## src/rtl/dcache_flush_unit_if.sv

```systemverilog
// Handshake bundle between the dcache flush sequencer
// and the flush controller / tag array / writeback unit.
interface dcache_flush_unit_if #(
  parameter int NUM_SETS = 256,
  parameter int NUM_WAYS = 8
) ();
  localparam int SET_W = $clog2(NUM_SETS);
  localparam int WAY_W = (NUM_WAYS > 1) ? $clog2(NUM_WAYS) : 1;

  logic                flush_i;
  logic                flush_ack_o;
  logic                busy_o;
  logic                tag_req_o;
  logic                tag_gnt_i;
  logic [SET_W-1:0]    tag_set_o;
  logic [NUM_WAYS-1:0] tag_valid_i;
  logic [NUM_WAYS-1:0] tag_dirty_i;
  logic                wb_req_o;
  logic [WAY_W-1:0]    wb_way_o;
  logic                wb_gnt_i;
  logic                inv_req_o;
  logic                inv_gnt_i;

  modport master (
    input  flush_i, tag_gnt_i, tag_valid_i,
    input  tag_dirty_i, wb_gnt_i, inv_gnt_i,
    output flush_ack_o, busy_o, tag_req_o,
    output tag_set_o, wb_req_o, wb_way_o,
    output inv_req_o
  );

  modport slave (
    output flush_i, tag_gnt_i, tag_valid_i,
    output tag_dirty_i, wb_gnt_i, inv_gnt_i,
    input  flush_ack_o, busy_o, tag_req_o,
    input  tag_set_o, wb_req_o, wb_way_o,
    input  inv_req_o
  );
endinterface

```

## src/rtl/dcache_flush_unit.sv

```systemverilog
// Write-back dcache flush sequencer: walks every set,
// writes back valid+dirty ways, invalidates, then acks.
module dcache_flush_unit #(
  parameter int NUM_SETS = 256,
  parameter int NUM_WAYS = 8
) (
  input logic clk_i,
  input logic rst_ni,
  dcache_flush_unit_if.master bus
);
  localparam int SET_W = $clog2(NUM_SETS);
  localparam int WAY_W = (NUM_WAYS > 1) ? $clog2(NUM_WAYS) : 1;
  localparam logic [SET_W-1:0] LAST_SET = SET_W'(NUM_SETS - 1);

  typedef enum logic [2:0] {
    S_IDLE,
    S_READ,
    S_CAPT,
    S_WB,
    S_INV,
    S_DONE
  } state_e;

  state_e              state_q;
  logic [SET_W-1:0]    cnt_q;
  logic [NUM_WAYS-1:0] pend_q;
  logic [NUM_WAYS-1:0] pend_d;
  logic [NUM_WAYS-1:0] rem_d;
  logic [WAY_W-1:0]    way_q;
  logic                armed_q;
  logic                tag_req_q;
  logic                wb_req_q;
  logic                inv_req_q;
  logic                ack_q;
  logic                busy_q;

  function automatic logic [WAY_W-1:0] lowest(
    input logic [NUM_WAYS-1:0] v
  );
    logic [WAY_W-1:0] r;
    r = '0;
    for (int i = NUM_WAYS - 1; i >= 0; i--) begin
      if (v[i]) r = WAY_W'(i);
    end
    return r;
  endfunction

  assign pend_d = bus.tag_valid_i & bus.tag_dirty_i;
  assign rem_d  = pend_q & ~(NUM_WAYS'(1) << way_q);

  // Walk FSM; every output is a register set on state entry.
  always_ff @(posedge clk_i or negedge rst_ni) begin
    if (!rst_ni) begin
      state_q   <= S_IDLE;
      cnt_q     <= '0;
      pend_q    <= '0;
      way_q     <= '0;
      armed_q   <= 1'b1;
      tag_req_q <= 1'b0;
      wb_req_q  <= 1'b0;
      inv_req_q <= 1'b0;
      ack_q     <= 1'b0;
      busy_q    <= 1'b0;
    end else begin
      unique case (state_q)
        S_IDLE: begin
          if (bus.flush_i && armed_q) begin
            cnt_q     <= '0;
            tag_req_q <= 1'b1;
            busy_q    <= 1'b1;
            state_q   <= S_READ;
          end else if (!bus.flush_i) begin
            armed_q <= 1'b1;
          end
        end
        S_READ: begin
          if (bus.tag_gnt_i) begin
            tag_req_q <= 1'b0;
            state_q   <= S_CAPT;
          end
        end
        S_CAPT: begin
          pend_q <= pend_d;
          if (pend_d != '0) begin
            way_q    <= lowest(pend_d);
            wb_req_q <= 1'b1;
            state_q  <= S_WB;
          end else begin
            inv_req_q <= 1'b1;
            state_q   <= S_INV;
          end
        end
        S_WB: begin
          if (bus.wb_gnt_i) begin
            pend_q <= rem_d;
            if (rem_d != '0) begin
              way_q <= lowest(rem_d);
            end else begin
              wb_req_q  <= 1'b0;
              inv_req_q <= 1'b1;
              state_q   <= S_INV;
            end
          end
        end
        S_INV: begin
          if (bus.inv_gnt_i) begin
            inv_req_q <= 1'b0;
            if (cnt_q == LAST_SET) begin
              ack_q   <= 1'b1;
              state_q <= S_DONE;
            end else begin
              cnt_q     <= cnt_q + SET_W'(1);
              tag_req_q <= 1'b1;
              state_q   <= S_READ;
            end
          end
        end
        S_DONE: begin
          ack_q   <= 1'b0;
          armed_q <= 1'b0;
          busy_q  <= 1'b0;
          state_q <= S_IDLE;
        end
        default: begin
          tag_req_q <= 1'b0;
          wb_req_q  <= 1'b0;
          inv_req_q <= 1'b0;
          ack_q     <= 1'b0;
          busy_q    <= 1'b0;
          state_q   <= S_IDLE;
        end
      endcase
    end
  end

  assign bus.flush_ack_o = ack_q;
  assign bus.busy_o      = busy_q;
  assign bus.tag_req_o   = tag_req_q;
  assign bus.tag_set_o   = cnt_q;
  assign bus.wb_req_o    = wb_req_q;
  assign bus.wb_way_o    = way_q;
  assign bus.inv_req_o   = inv_req_q;
endmodule

```

## src/flat_wrapper.sv

```systemverilog
// flat-port wrapper written by rule: the top's interface ports become plain ports
module dcache_flush_unit_flat 
#(
  parameter int NUM_SETS = 256,
  parameter int NUM_WAYS = 8
)
  (clk_i, rst_ni, bus_flush_i, bus_tag_gnt_i, bus_tag_valid_i, bus_tag_dirty_i, bus_wb_gnt_i, bus_inv_gnt_i, bus_flush_ack_o, bus_busy_o, bus_tag_req_o, bus_tag_set_o, bus_wb_req_o, bus_wb_way_o, bus_inv_req_o);
  dcache_flush_unit_if #(.NUM_SETS(NUM_SETS), .NUM_WAYS(NUM_WAYS)) bus_i ();
  input logic clk_i;
  input logic rst_ni;
  input wire logic [$bits(bus_i.flush_i)-1:0] bus_flush_i;
  input wire logic [$bits(bus_i.tag_gnt_i)-1:0] bus_tag_gnt_i;
  input wire logic [$bits(bus_i.tag_valid_i)-1:0] bus_tag_valid_i;
  input wire logic [$bits(bus_i.tag_dirty_i)-1:0] bus_tag_dirty_i;
  input wire logic [$bits(bus_i.wb_gnt_i)-1:0] bus_wb_gnt_i;
  input wire logic [$bits(bus_i.inv_gnt_i)-1:0] bus_inv_gnt_i;
  output wire logic [$bits(bus_i.flush_ack_o)-1:0] bus_flush_ack_o;
  output wire logic [$bits(bus_i.busy_o)-1:0] bus_busy_o;
  output wire logic [$bits(bus_i.tag_req_o)-1:0] bus_tag_req_o;
  output wire logic [$bits(bus_i.tag_set_o)-1:0] bus_tag_set_o;
  output wire logic [$bits(bus_i.wb_req_o)-1:0] bus_wb_req_o;
  output wire logic [$bits(bus_i.wb_way_o)-1:0] bus_wb_way_o;
  output wire logic [$bits(bus_i.inv_req_o)-1:0] bus_inv_req_o;
  assign bus_i.flush_i = bus_flush_i;
  assign bus_i.tag_gnt_i = bus_tag_gnt_i;
  assign bus_i.tag_valid_i = bus_tag_valid_i;
  assign bus_i.tag_dirty_i = bus_tag_dirty_i;
  assign bus_i.wb_gnt_i = bus_wb_gnt_i;
  assign bus_i.inv_gnt_i = bus_inv_gnt_i;
  assign bus_flush_ack_o = bus_i.flush_ack_o;
  assign bus_busy_o = bus_i.busy_o;
  assign bus_tag_req_o = bus_i.tag_req_o;
  assign bus_tag_set_o = bus_i.tag_set_o;
  assign bus_wb_req_o = bus_i.wb_req_o;
  assign bus_wb_way_o = bus_i.wb_way_o;
  assign bus_inv_req_o = bus_i.inv_req_o;
  dcache_flush_unit #(.NUM_SETS(NUM_SETS), .NUM_WAYS(NUM_WAYS)) u_core (.clk_i(clk_i), .rst_ni(rst_ni), .bus(bus_i));
endmodule
```

## config.mk

```make
export PLATFORM = sky130hd
export DESIGN_NAME = dcache_flush_unit_flat
export DESIGN_NICKNAME = d
export VERILOG_FILES = /design/src/rtl/dcache_flush_unit_if.sv /design/src/rtl/dcache_flush_unit.sv /design/src/flat_wrapper.sv
export SDC_FILE = /design/constraint.sdc
export NUM_CORES = 1
export LEC_CHECK = 0
export ABC_AREA = 0
export ABC_CLOCK_PERIOD_IN_PS = 2800
export BUFFER_PORTS_ARGS = -buffer_cell sky130_fd_sc_hd__buf_2
export CELL_PAD_IN_SITES_DETAIL_PLACEMENT = 1
export CELL_PAD_IN_SITES_GLOBAL_PLACEMENT = 1
export CORE_MARGIN = 1.5
export CORE_UTILIZATION = 40
export CTS_CLUSTER_DIAMETER = 80
export DETAILED_ROUTE_END_ITERATION = 10
export PLACE_DENSITY_LB_ADDON = 0.1
export SLEW_MARGIN = 10
export SYNTH_ARGS = -nofsm -noshare
export SYNTH_HDL_FRONTEND = slang
export SYNTH_SLANG_ARGS = --single-unit
```

## constraint.sdc

```tcl
create_clock -name clk_i -period 2.8 [get_ports clk_i]
set_clock_uncertainty 0.2 [all_clocks]
set_input_delay 0.56 -clock clk_i [delete_from_list [all_inputs] [get_ports clk_i]]
set_output_delay 0.56 -clock clk_i [all_outputs]
set_load 0.03 [all_outputs]
```

==> reports/summary.txt, run 1 <==
Diodes inserted - 0
Syn_nets - 236
Worst slew pin tran - 0.651 ns
First-pass GRT wire length - 8.52 mm
Die height - 69.3 um
Combinational Power Share - 49.4%
Nature of the critical path startpoint - flop
Tcrit/Tclk final - 83.9%
Antenna violations before repair - 0
Die Width - 69.3 um
Area Growth Syn to Fin - 17.2%
Worst path required time - 2.78 ns
H-tree depth - 1
WL final - 4.87 mm
Vias in the first global route - 1,723
NetSw - 0.00101 W
Sequential Area - 702 sq um
CP cell instances - mux2i_1 -> a31oi_1 -> nor4_1 -> a211oi_2 -> mux2_2
Top layer in use - met4
Metal-1 WL - 2.49 mm
Power Dens Cells - 1040 nW/um^2
Final hold slack - 0.0825 ns
WL per Instance - 16.2 um
Top_reg_cell synth - dfrtp_1
# Post-CTS Setup Buffers - 0
DRT Pass-1 Iters - 4
Peak VDD IR - 0.447 mV
Leakage Power - 0.947 nW
CP endpoint - u_core.bus.wb_way_o[2]
Highest clock rate - 426 MHz
GRT Total Usage - 21.6%
Synth warnings - 0
Post-synth EDFFs - 0
Cell depth of the worst flop-to-flop path - 5
Power share of the clock group - 15.7%
P_int - 0.00113 W
Met3 WL - 183 um
Fin. Hold Viols - 0
Largest net degree at the start of global routing - 29
Post-route insts no fill - 300
Die ar. - 4800 sq um
Synth Area per Inst - 8.25 sq um
Mapped Cells - 213
CP delay by family, top - flip-flops
Flops & latches, synth - 28
Ys async rst share - 100%
Clk root buf - clkbuf_8
Cts hold-fix bufs - 0
Worst EP arrival - 2.33 ns
Max Cap Violations - 0
Flop pwr share - 34.8%
Final Total Pwr - 0.00214 W
Share of layout cells above drive strength 1 - 22.0%
Sw Share - 47.0%
Std cell rows - 23
R2r setup slk - 0.45 ns
# IOs - 38
CTS sink count - 28
Setup_tns - 0 ns
Drt via density - 5.76
Core footprint - 4120 sq um
TritonCTS clock tree - done
Final setup fails - 0
Starting Density - 42.7%
Clock slew at reported path FFs - 0.11 ns
CP Launch Point - u_core.bus.wb_way_o[0]
WP depth - 5
Final Instance Area - 2060 sq um
Total congestion overflow - 0
Post-DRT Antenna Nets - 0
Multi-input logic area - 971 sq um
Yosys top cell area share - 38.5%
Min Tclk post-route - 2.35 ns
Fillers - 524
Number of buffers added on ports - 37
Post-synth top area cell - dfrtp_1
DRT iter0 DRCs - 155
Nets - 274
DP Cell Count - 296
Critical path type - reg2reg
Count of different cell masters after synthesis - 45
Bufs and invs on worst path - 0
Most common cell after layout, fill and taps aside - buf_2
Dpl hpwl - 3.62 mm
Hold Path Class - in2async
CTS Buffer Depth - 2
RD Place Congestion - 0.821
Most frequent cells in the layout - buf_2 (37), o21ai_0 (27), nand2_1 (27), dfrtp_1 (27), nor2_1 (22)
CP Max Fanout - 12
Slew Viols, Final - 0
CP max-delay cell - dfrtp_1
WL met2 - 2.15 mm
Skew-Pair Late Insertion Delay - 0.29 ns
RSZ-0062 raised after global routing - false
CTS Buf Count - 3
Synth top area cells - dfrtp_1 (38%), o21ai_0 (7.7%), nand2_1 (5.8%)
Vias - 1,727
Cell area after synthesis - 1760 sq um
CP peak stage delay - 0.61 ns
CTS resizes - 0
RR Startpoint - u_core.bus.wb_way_o[0]
Slew headroom - 56.6%
Status - completed
FF-to-FF End - u_core.bus.wb_way_o[2]
Sequential share of the synthesized area - 40.0%
DRC viols - 0
Post-place instance area - 1990 sq um
Worst setup EP type - flop
cells by family (layout without fill, tap and decap cells):
logic type	after synthesis	count (layout)	share of synthesized area, %
AND/OR/NAND/NOR	84	84	23.6
AO/OA/AOI/OAI	71	71	24.2
flip-flops	28	28	40.0
buffers and inverters	17	54	4.77
multiplexers	7	7	4.20
XOR/XNOR	5	5	2.49
adder cells (fa/ha/maj)	1	1	0.712
worst min path at each step:
stage	start	to	slack, ns	depth (start not counted)
2_1_floorplan	rst_ni	u_core.bus.busy_o	0.06	0
3_3_place_gp	u_core.armed_q	u_core.armed_q	0.28	2
3_5_place_dp	u_core.armed_q	u_core.armed_q	0.29	2
4_1_cts	rst_ni	u_core.bus.tag_set_o[3]	0.11	1
5_1_grt	rst_ni	u_core.bus.tag_set_o[0]	0.13	1
6_report	rst_ni	u_core.bus.tag_set_o[7]	0.08	1
synth_stat cells, drive strengths merged, types with 3 or more instances:
cell type,n
dfrtp,27
nand2,27
o21ai,27
nor2,22
a21oi,19
a31oi,9
inv,8
nand3,8
nor3,6
buf,5
xnor2,5
clkbuf,4
mux2i,4
and3,3
mux2,3
nand2b,3
nor4,3
area by class of cell:
type / count / share of cell area (%)
Multi-Input combinational cell: 168 / 47.1
Timing Repair Buffer: 42 / 10.8
Inverter: 8 / 1.46
Clock buffer: 3 / 2.00
Sequential cell: 28 / 34.1
Clock inverter: 1 / 1.46
Tap cell: 50 / 3.04
sequential cells by signal, summed over array words and instances, names as in the netlist:
register / cells
u_core.bus.tag_set_o: 8
u_core.pend_q: 8
u_core.bus.wb_way_o: 3
u_core.state_q: 3
u_core.armed_q: 1
u_core.bus.busy_o: 1
u_core.bus.flush_ack_o: 1
u_core.bus.inv_req_o: 1
u_core.bus.tag_req_o: 1
u_core.bus.wb_req_o: 1
per-stage QoR:
stage | setup slack, ns | util (%)
final | 0.450 | 50.0
after global routing | 0.304 | 50.0
after CTS | 0.454 | 50.0
after detailed placement | 0.462 | 48.3
after global placement | 0.525 | 48.3
after floorplan | 0.588 | -
per-layer routing:
metal  track usage, %  vias up
li1                 -      837
met1             32.8      841
met2             32.5       44
met3             2.33        5
met4             5.88        0
met5                0        -
power groups by stage:
stage / sequential, W / clock [W] / combinational [W]
finish: 0.000745 / 0.000336 / 0.00106
global route: 0.000776 / 0.000354 / 0.00118
CTS: 0.000740 / 0.000341 / 0.00106
detailed placement: 0.000748 / 0 / 0.00104
floorplan: 0.000743 / 0 / 0.000745
global placement: 0.000748 / 0 / 0.00102
(Power assumes the default switching activity.)
==> run 2, diff against run 1 <==
- ABC_CLOCK_PERIOD_IN_PS: 2800 -> 2100
- CORE_UTILIZATION: 40 -> 36
- clock period: 2.8 -> 2.1 ns (I/O delays scaled with it)
==> reports/summary.txt, run 2 (synthesis results as in run 1) <==
Status - completed (unchanged)
Slew Viols, Final - 0 (unchanged)
Worst path required time - 2.11 ns (was 2.78 ns)
Clk root buf - clkbuf_8 (unchanged)
Core footprint - 4720 sq um (was 4120 sq um)
CTS Buf Count - 3 (unchanged)
Die height - 72.9 um (was 69.3 um)
WL final - 5.40 mm (was 4.87 mm)
CTS Buffer Depth - 2 (unchanged)
Post-DRT Antenna Nets - 0 (unchanged)
Worst setup EP type - flop (unchanged)
Share of layout cells above drive strength 1 - 31.8% (was 22.0%)
Multi-input logic area - 1010 sq um (was 971 sq um)
Hold Crit Depth - 2
Clock slew at reported path FFs - 0.10 ns (was 0.11 ns)
DRT Pass-1 Iters - 4 (unchanged)
Worst EP arrival - 2.04 ns (was 2.33 ns)
Fillers - 589 (was 524)
Utilization after layout - 48.3% (was 50.0%)
Skew-Pair Late Insertion Delay - 0.27 ns (was 0.29 ns)
Cell depth of the worst flop-to-flop path - 6 (was 5)
Sequential Area - 706 sq um (was 702 sq um)
Die Width - 72.9 um (was 69.3 um)
TritonCTS clock tree - done (unchanged)
Starting Density - 37.2% (was 42.7%)
Power Dens Cells - 1340 nW/um^2 (was 1040 nW/um^2)
Number of buffers added on ports - 37 (unchanged)
Most common cell after layout, fill and taps aside - buf_2 (unchanged)
Total congestion overflow - 0 (unchanged)
DRC viols - 0 (unchanged)
Peak VDD IR - 0.721 mV (was 0.447 mV)
Worst slew pin tran - 0.651 ns (about the same)
H-tree depth - 1 (unchanged)
GRT Total Usage - 21.8% (was 21.6%)
Diodes inserted - 0 (unchanged)
Min Tclk post-route - 2.03 ns (was 2.35 ns)
Hold Path Class - in2reg (was in2async)
Antenna violations before repair - 0 (unchanged)
CTS sink count - 28 (unchanged)
Post-place instance area - 2140 sq um (was 1990 sq um)
Area Growth Syn to Fin - 29.8% (was 17.2%)
Slew headroom - 56.6% (about the same)
# IOs - 38 (unchanged)
Std cell rows - 25 (was 23)
CP Max Fanout - 9 (was 12)
Final setup fails - 0 (unchanged)
DRT iter0 DRCs - 51 (was 155)
Fin. Hold Viols - 0 (unchanged)
RD Place Congestion - 0.800 (was 0.821)
Die ar. - 5310 sq um (was 4800 sq um)
Largest net degree at the start of global routing - 29 (unchanged)
Final Instance Area - 2280 sq um (was 2060 sq um)
WL per Instance - 15.8 um (was 16.2 um)
First-pass GRT wire length - 8.97 mm (was 8.52 mm)
Leakage Power - 1.05 nW (was 0.947 nW)
Nature of the critical path startpoint - flop (unchanged)
Nets - 298 (was 274)
Vias in the first global route - 1,870 (was 1,723)
Drt via density - 5.31 (was 5.76)
Dpl hpwl - 4.10 mm (was 3.62 mm)
Tcrit/Tclk final - 96.5% (was 83.9%)
Most frequent cells in the layout - buf_2 (37), o21ai_0 (27), nand2_1 (27), buf_4 (27), dfrtp_1 (24) (was buf_2 (37), o21ai_0 (27), nand2_1 (27), dfrtp_1 (27), nor2_1 (22))
Highest clock rate - 493 MHz (was 426 MHz)
Critical path type - reg2reg (unchanged)
Max Cap Violations - 0 (unchanged)
Vias - 1,810 (was 1,727)
==> run 2: cell types whose count changed in the layout (fill, tap and decap cells not counted), sizes merged <==
cell / delta
buf: +22
clkbuf: +2
bufinv: -1
dlygate4sd3: +1
==> run 2: worst paths after layout <==
path / slack [ns] / startpoint / endpoint
worst min register to register: 0.29 / u_core.armed_q / u_core.armed_q
worst max register to register: 0.07 / u_core.state_q[1] / u_core.bus.tag_set_o[3]
worst max-delay path: 0.07 / u_core.state_q[1] / u_core.bus.tag_set_o[3]
max in group asynchronous: 0.73 / rst_ni / u_core.bus.wb_way_o[2]
min in group asynchronous: 0.50 / rst_ni / u_core.bus.tag_set_o[5]
worst min-delay path: 0.23 / bus_inv_gnt_i / u_core.state_q[2]
==> run 2: timing repair <==
action                                 in CTS  in global routing
resized for setup                           0                  8
setup endpoints to repair                   0                  7
hold buffers                                1                  0
endpoints found under the hold margin      27                  0
setup buffers                               0                  7
==> run 2: per-stage QoR <==
stage	hold slack, ns	total power [W]	setup TNS, ns	std cells	setup WS [ns]
finish	0.234	0.00306	0	341	0.0733
global route	0.239	0.00333	-0.115	341	-0.0567
CTS	0.212	0.00292	0	334	0.0185
detailed placement	0.281	0.00259	0	329	0.0247
global placement	0.277	0.00255	0	329	0.0867
floorplan	-0.0756	0.00201	0	213	0.0104
==> run 2: power by group <==
| group | internal (W) | switching (W) |
|---|---|---|
| clock network | 0.000136 | 0.000167 |
| registers | 0.000721 | 0.000220 |
| logic | 0.000776 | 0.00104 |
==> run 2: routing by layer <==
metal,up-vias,part of all wire (%),GRT usage [%]
met5,-,0,0
met4,0,1.6,6.92
met3,6,2.4,2.49
met2,27,51,37.7
met1,888,45,28.3
li1,889,-,-
==> run 2: layout make-up <==
cell class / count / share of cell area, %
Multi-Input combinational cell: 168 / 44.4
Sequential cell: 28 / 30.9
Clock buffer: 4 / 1.97
Inverter: 8 / 1.32
Tap cell: 67 / 3.68
Timing Repair Buffer: 66 / 17.7
==> run 2: critical path, stage by stage, from the launching register on <==
cell	delay (ns)
dfrtp_1	0.41
or3b_4	0.41
a41oi_2	0.16
o22ai_1	0.11
buf_4	0.18
or3_1	0.37
a21oi_2	0.13
